==> src/rtl/booth_seq_ctrl.sv <==
// Sequential radix-2 Booth signed multiplier: one multiplier bit per EVAL/SHIFT pair,
// start/busy/done handshake, registered product held until the next completion.
module booth_seq_ctrl #(
  parameter int WIDTH = 8
) (
  input  logic                         CLOCK_50,
  input  logic                         reset_n,
  input  logic                         start,
  input  logic [WIDTH-1:0]             multiplicand,
  input  logic [WIDTH-1:0]             multiplier,
  output logic                         busy,
  output logic                         done,
  output logic [2*WIDTH-1:0]           product,
  output logic                         op_add,
  output logic                         op_sub,
  output logic [$clog2(WIDTH+1)-1:0]   iter
);

  localparam int IW = $clog2(WIDTH+1);

  typedef enum logic [2:0] {
    S_IDLE  = 3'd0,
    S_LOAD  = 3'd1,
    S_EVAL  = 3'd2,
    S_SHIFT = 3'd3,
    S_DONE  = 3'd4
  } state_t;

  state_t               state_q, state_d;
  logic [WIDTH:0]       a_q, a_d;
  logic [WIDTH:0]       m_q, m_d;
  logic [WIDTH-1:0]     q_q, q_d;
  logic                 qm1_q, qm1_d;
  logic [IW-1:0]        iter_q, iter_d;
  logic [2*WIDTH-1:0]   product_q, product_d;
  logic                 busy_q, busy_d;
  logic                 done_q, done_d;
  logic                 op_add_q, op_add_d;
  logic                 op_sub_q, op_sub_d;

  // Next-state, datapath and (pre-registered) output decode
  always_comb begin
    state_d   = state_q;
    a_d       = a_q;
    m_d       = m_q;
    q_d       = q_q;
    qm1_d     = qm1_q;
    iter_d    = iter_q;
    product_d = product_q;
    case (state_q)
      S_IDLE: begin
        if (start) state_d = S_LOAD;
        else       state_d = S_IDLE;
      end
      S_LOAD: begin
        a_d     = '0;
        m_d     = {multiplicand[WIDTH-1], multiplicand};
        q_d     = multiplier;
        qm1_d   = 1'b0;
        iter_d  = IW'(WIDTH);
        state_d = S_EVAL;
      end
      S_EVAL: begin
        case ({q_q[0], qm1_q})
          2'b01:   a_d = a_q + m_q;
          2'b10:   a_d = a_q - m_q;
          default: a_d = a_q;
        endcase
        state_d = S_SHIFT;
      end
      S_SHIFT: begin
        {a_d, q_d, qm1_d} = {a_q[WIDTH], a_q, q_q};
        iter_d = iter_q - IW'(1);
        // Product is taken from the post-shift value so it is valid while done is high
        if (iter_q == IW'(1)) begin
          state_d   = S_DONE;
          product_d = {a_q, q_q[WIDTH-1:1]};
        end else begin
          state_d   = S_EVAL;
        end
      end
      S_DONE:  state_d = S_IDLE;
      default: state_d = S_IDLE;
    endcase

    // Outputs are registered from the next state so they line up with the state register
    busy_d   = (state_d != S_IDLE);
    done_d   = (state_d == S_DONE);
    op_add_d = (state_d == S_EVAL) && ({q_d[0], qm1_d} == 2'b01);
    op_sub_d = (state_d == S_EVAL) && ({q_d[0], qm1_d} == 2'b10);
  end

  // State, datapath and output registers with synchronous active-low reset
  always_ff @(posedge CLOCK_50) begin
    if (!reset_n) begin
      state_q   <= S_IDLE;
      a_q       <= '0;
      m_q       <= '0;
      q_q       <= '0;
      qm1_q     <= 1'b0;
      iter_q    <= '0;
      product_q <= '0;
      busy_q    <= 1'b0;
      done_q    <= 1'b0;
      op_add_q  <= 1'b0;
      op_sub_q  <= 1'b0;
    end else begin
      state_q   <= state_d;
      a_q       <= a_d;
      m_q       <= m_d;
      q_q       <= q_d;
      qm1_q     <= qm1_d;
      iter_q    <= iter_d;
      product_q <= product_d;
      busy_q    <= busy_d;
      done_q    <= done_d;
      op_add_q  <= op_add_d;
      op_sub_q  <= op_sub_d;
    end
  end

  assign busy    = busy_q;
  assign done    = done_q;
  assign product = product_q;
  assign op_add  = op_add_q;
  assign op_sub  = op_sub_q;
  assign iter    = iter_q;

endmodule

==> config.mk <==
export PLATFORM = sky130hd
export DESIGN_NAME = booth_seq_ctrl
export DESIGN_NICKNAME = d
export VERILOG_FILES = /design/src/rtl/booth_seq_ctrl.sv
export SDC_FILE = /design/constraint.sdc
export NUM_CORES = 1
export LEC_CHECK = 0
export CORE_MARGIN = 2
export CORE_UTILIZATION = 55
export CTS_BUF_LIST = sky130_fd_sc_hd__clkbuf_4 sky130_fd_sc_hd__clkbuf_8
export CTS_CLUSTER_DIAMETER = 200
export DETAILED_ROUTE_END_ITERATION = 16
export PLACE_DENSITY = 0.9
export SYNTH_ARGS = -nofsm -noshare
export SYNTH_HDL_FRONTEND = slang
export SYNTH_SLANG_ARGS = --single-unit
==> constraint.sdc <==
create_clock -name CLOCK_50 -period 5.35 [get_ports CLOCK_50]
set_clock_uncertainty 0.1 [all_clocks]
set_input_delay 1.07 -clock CLOCK_50 [delete_from_list [all_inputs] [get_ports CLOCK_50]]
set_output_delay 1.07 -clock CLOCK_50 [all_outputs]
set_load 0.02 [all_outputs]
==> results.ini, run 1 <==
[timing]
finalSetupViolCount = 0
fin_ws_ps = 2410
clock.fmax_mhz = 341
hold_slack_ps = 354
setup_tns_ps = 0
finalCritPeriodShare = 0.549
slew_viol_final = 0
rsz0062_at_grt = no
worst_pin_slew_ps = 1120
relSlewSlack = 0.249
fin_crit_ps = 2940
hold_viol = 0

[setup_path]
required_ps = 5430
crit_path_cell_trace = nor2b_1, mux2i_1, ha_1, nor2b_1, o31a_1, a41oi_1, xnor2_1, a22oi_1, a21oi_1
cpMostUsedCell = nor2b_1
cp_top_family = compound AO/OA/AOI/OAI gates
slowest_delay_ps = 590
crit_arrival_ps = 3020
r2r_slack_ps = 2410
startpoint_type = register
cp_num_buf_inv = 0
path_max_fanout = 9
endpoint_kind = register
cp_slowest_cell = nor2b_1
critPathKind = reg2reg
r2r_end = a_q[7]
r2r_start = q_q[0]
rr_worst_depth = 9

[place]
placed_cell_area_mm2 = 0.00315
place_ws_ps = 2380
place_congestion = 0.891
dp_hpwl_um = 4140
io_buffer_count = 42
placedCellCount = 408

[global_route]
grt_max_degree = 40
antenna_found_initial = 0
grt_pass1_vias = 2235
grt_use_total = 0.225
grt_overflow = 0
grt_pass1_wl_um = 9630

[clock_network]
tritoncts = yes
htree_levels = 2
clock_latency_ps = 310
cts_buffers = 5
cts_buffer_depth = 2
numClockSinks = 53
clkTransAtPathRegs_ps = 90
post_cts_buffers = 0
post_cts_resized = 0
postCtsHoldBufs = 0
ctsRootBufferMaster = clkbuf_8

[power]
p_per_area_mw_per_mm2 = 283
seq_power_share = 0.478
pwr-share-comb = 0.268
finalPower_mw = 0.916
p_leak_nw = 1.25
p_switching_mw = 0.286
ir_drop_mv = 0.168
switching_share = 0.312
intPower_mw = 0.630
p_clk_frac = 0.254

[floorplanning]
start_util = 0.572
fp.dieW_um = 74.3
ios = 43
rows = 25
core_area_mm2 = 0.00475
die_area_mm2 = 0.00552
chipHeight_um = 74.3

[layout]
utilization = 0.681
fin_cells = 416
fin_area_mm2 = 0.00324
layout-drive-gt1-share = 0.0516
syn_to_final_growth_pct = 19.1
fin_nets = 379
num_antenna_cells = 0
nFillCells = 390

[hold_path]
min_delay_worst_endpoint = product[14]
hold_depth = 2
hold_start = product[14]
hp-class = reg2reg

[synthesis]
yosysTopAreaCellShare = 0.390
synth_common_cells = nand2_1, dfxtp_1, a21boi_1, o21ai_0, nor2_1
yosysSeqAreaShare = 0.390
syn_area_mm2 = 0.00272
postSynthCellCount = 314
synth.largest_area_cell = dfxtp_1
ys.flop_type = dfxtp_1
synth-edff-count = 0
synth.distinct_cells = 44
synth_area_per_cell_um2 = 8.65
synth_most_common_cell = nand2_1
ys_ff_latch = 53
ys_async_sr_fraction = 0
ys.warnings.count = 0
ys_top_cells_by_area = dfxtp_1, nand2_1, a21boi_1
synth_nets = 345

[routing]
wl_um = 5750
drtPass1Iterations = 4
via_per_inst = 5.54
drtIter0Drc = 96
avgRoutedWirePerCell_um = 13.8
via_count = 2304
antenna_left = 0
drcViolationCount = 0

[outcome]
status = complete, no violations

[job]
cap_violations = 0

==> placed cells by master (no fill, tap or decap), types with 2 or more instances in the layout <==
master	count
inv_1	7
dfxtp_1	53
a31oi_1	3
a22oi_1	6
nor2b_1	4
xor2_1	3
mux2i_1	9
and2_1	6
a21boi_1	25
a41oi_1	2
o21a_1	2
a21oi_2	2
ha_1	11
nor3_1	6
o211a_1	10
nand2b_1	6
clkbuf_8	5
nor2_1	13
nand3_1	3
o21ai_0	21
clkdlybuf4s50_1	42
nand2_1	63
a21oi_1	12
xnor2_1	9
nor3b_1	2
buf_4	3
o21ai_1	2
==> sequential cells by signal (all words and copies together), names as in the netlist, 3 cells and up <==
| signal | cells |
|---|---|
| a_q | 9 |
| product | 16 |
| iter | 4 |
| state_q | 3 |
| m_q | 8 |
| q_q | 8 |
==> worst max path at each step <==
stage / startpoint / end / slack (ps) / cells after the start
after global placement: reset_n / a_q[8] / 2410 / 4
after global routing: q_q[0] / a_q[8] / 2210 / 10
after detailed placement: reset_n / a_q[8] / 2380 / 4
final: q_q[0] / a_q[7] / 2410 / 9
after CTS: q_q[0] / a_q[7] / 2410 / 9
after floorplan: q_q[0] / a_q[7] / 3000 / 10
==> layout make-up <==
class,count,area [um2],area share
tap,67,83.8,0.0259
multi-input combinational,236,1530,0.473
sequential,53,1060,0.328
timing repair buffer,45,443,0.137
clock inverter,2,13.8,0.00425
inverter,7,26.3,0.00812
clock buffer,6,76.3,0.0236
==> layer usage <==
layer  wire length [um]  track usage
met5                  0            0
met4                115        0.101
met3                221       0.0447
met2               2920        0.394
met1               2500        0.266
==> worst reg2reg max path: stages, from the launching register on <==
cell,delay (ps)
dfxtp_1,420
nor2b_1,590
mux2i_1,380
ha_1,280
nor2b_1,140
o31a_1,290
a41oi_1,270
xnor2_1,100
a22oi_1,160
a21oi_1,80
==> power by group through the flow <==
stage                     Clock [mW]  Sequential [mW]  Combinational [mW]
after floorplan                    0            0.441               0.194
after global placement             0            0.446               0.235
after detailed placement           0            0.447               0.243
after CTS                      0.236            0.438               0.244
after global routing           0.251            0.441               0.272
final                          0.233            0.438               0.246
==> cell families after synthesis <==
| family | count (synthesis) | synth area share |
|---|---|---|
| compound gates | 95 | 0.252 |
| fa+ha+maj | 12 | 0.0580 |
| flops | 53 | 0.390 |
| mux | 9 | 0.0332 |
| buf+inv | 25 | 0.0460 |
| xor+xnor | 12 | 0.0387 |
| simple gates | 108 | 0.182 |
Power figures use the tool's default switching activity.
==> run 2, diff against run 1 <==
--- a/config.mk
+++ b/config.mk
@@ -6,11 +6,11 @@
 export NUM_CORES = 1
 export LEC_CHECK = 0
 export CORE_MARGIN = 2
-export CORE_UTILIZATION = 55
+export CORE_UTILIZATION = 50
 export CTS_BUF_LIST = sky130_fd_sc_hd__clkbuf_4 sky130_fd_sc_hd__clkbuf_8
 export CTS_CLUSTER_DIAMETER = 200
 export DETAILED_ROUTE_END_ITERATION = 16
-export PLACE_DENSITY = 0.9
+export PLACE_DENSITY = 0.86
 export SYNTH_ARGS = -nofsm -noshare
 export SYNTH_HDL_FRONTEND = slang
 export SYNTH_SLANG_ARGS = --single-unit
==> constraint.sdc (replaced) <==
create_clock -name CLOCK_50 -period 2.5 [get_ports CLOCK_50]
set_clock_uncertainty 0.1 [all_clocks]
set_input_delay 0.5 -clock CLOCK_50 [delete_from_list [all_inputs] [get_ports CLOCK_50]]
set_output_delay 0.5 -clock CLOCK_50 [all_outputs]
set_load 0.02 [all_outputs]
==> results.ini, run 2 (synthesis results as in run 1) <==
[outcome]
status = finished with violations
violations = negative setup slack

[timing]
slew_viol_final = 0  ; unchanged
finalCritPeriodShare = 1.03  ; +0.476
fin_ws_ps = -63.1  ; -2480 ps
relSlewSlack = 0.585  ; +0.335
finalSetupViolCount = 3  ; +3
worst_pin_slew_ps = 623  ; -500 ps
setup_tns_ps = -168  ; -168 ps
hold_viol = 0  ; unchanged
clock.fmax_mhz = 390  ; +15%
rsz0062_at_grt = yes
fin_crit_ps = 2560  ; -373 ps

[setup_path]
endpoint_kind = register
path_max_fanout = 4  ; -5
required_ps = 2570  ; -2860 ps
slowest_delay_ps = 380  ; -210 ps
critPathKind = reg2reg
crit_path_cell_trace = nor3_1, nor2_2, xnor2_2, ha_1, buf_4, o21a_1, o31a_1, a41oi_2, xnor2_1, a22oi_1, a21oi_1
cp_slowest_cell = ha_1
crit_arrival_ps = 2630  ; -390 ps
startpoint_type = register

[power]
p_leak_nw = 1.40  ; +12%
ir_drop_mv = 0.415  ; +150%
finalPower_mw = 2.22  ; +140%
p_per_area_mw_per_mm2 = 616  ; +120%

[routing]
via_count = 2497  ; +8.4%
wl_um = 7090  ; +23%
via_per_inst = 5.64  ; +1.8%
antenna_left = 0  ; unchanged
drcViolationCount = 0  ; unchanged
drtPass1Iterations = 7  ; +3
avgRoutedWirePerCell_um = 16.0  ; +16%
drtIter0Drc = 133  ; +39%

[place]
place_ws_ps = 1.46  ; -2380 ps
io_buffer_count = 42  ; unchanged
placedCellCount = 419  ; +2.7%
dp_hpwl_um = 4230  ; +2.0%
place_congestion = 0.971  ; +9.0%

[layout]
syn_to_final_growth_pct = 32.3
utilization = 0.695  ; +0.0147
final_common_cell = nand2_1
num_antenna_cells = 0  ; unchanged
fin_cells = 443  ; +6.5%
nFillCells = 398  ; +2.1%
fin_nets = 404  ; +6.6%
final_cell_mix = nand2_1, dfxtp_1, clkdlybuf4s50_1
largest_reg_flops = 16  ; unchanged
layout-drive-gt1-share = 0.201  ; +0.149

[floorplanning]
fp.dieW_um = 77.7  ; +4.6%
rows = 26  ; +4.0%
ios = 43  ; unchanged
chipHeight_um = 77.7  ; +4.6%
core_area_mm2 = 0.00517  ; +8.8%
die_area_mm2 = 0.00604  ; +9.5%
start_util = 0.525  ; -0.0462

[clock_network]
cts_buffer_depth = 2  ; unchanged
clkTransAtPathRegs_ps = 90  ; about the same
postCtsHoldBufs = 0  ; unchanged
cts_buffers = 5  ; unchanged
tritoncts = yes
clock_latency_ps = 300  ; about the same
ctsRootBufferMaster = clkbuf_8
numClockSinks = 53  ; unchanged
htree_levels = 2  ; unchanged

[global_route]
grt_max_degree = 40  ; unchanged
grt_pass1_vias = 2224  ; -0.49%
grt_overflow = 0  ; unchanged
antenna_found_initial = 0  ; unchanged
grt_use_total = 0.199  ; -0.0258
grt_pass1_wl_um = 9900  ; +2.8%

[hold_path]
hp-class = reg2reg

[job]
cap_violations = 0  ; unchanged

## run 2: metal layers
metal | track usage | share of wire | vias to the layer above
met5 | 0 | 0 | -
met4 | 0.0643 | 0.028 | 0
met3 | 0.0372 | 0.040 | 22
met2 | 0.342 | 0.52 | 77
met1 | 0.250 | 0.41 | 1184
li1 | - | - | 1214
## run 2: cell type report
cell class,instances,area (um2),share of cell area
sequential,53,1070,0.298
timing repair buffer,70,647,0.180
multi-input combinational,236,1680,0.467
tap,70,87.6,0.0244
clock buffer,6,76.3,0.0212
clock inverter,1,8.76,0.00244
inverter,7,26.3,0.00731
## run 2: what timing repair did
| action | in CTS | in global routing |
|---|---|---|
| setup endpoints to repair | 2 | 5 |
| buffers inserted | 0 | 17 |
| gates resized for setup | 0 | 45 |
| pin swaps | 1 | 23 |
## run 2: power by group
part	internal, mW	switching [mW]	total (mW)
Combinational	0.403	0.395	0.798
Clock	0.206	0.274	0.479
Sequential	0.885	0.0530	0.938
Total	1.49	0.722	2.22
## run 2: final timing paths
| path | start | end | slack [ps] | depth (start not counted) |
|---|---|---|---|---|
| min reg2reg | product[6] | product[6] | 350 | 2 |
| max | m_q[1] | a_q[7] | -60 | 11 |
| max reg2reg | m_q[1] | a_q[7] | -60 | 11 |
| min | product[6] | product[6] | 350 | 2 |
## run 2: metrics by stage
stage | hold slack (ps) | instance area (um2)
2_1_floorplan | 344 | 2720
3_3_place_gp | 343 | 3210
3_5_place_dp | 344 | 3210
4_1_cts | 358 | 3290
5_1_grt | 379 | 3600
6_report | 355 | 3600
## run 2: critical path: cells and delay by family, from the launching register on
family                   cells  cell delay, ps
XOR/XNOR                     2             310
flip-flops                   1             360
AO/OA/AOI/OAI                5             750
adder cells (fa/ha/maj)      1             380
buffers and inverters        1             140
AND/OR/NAND/NOR              2             390
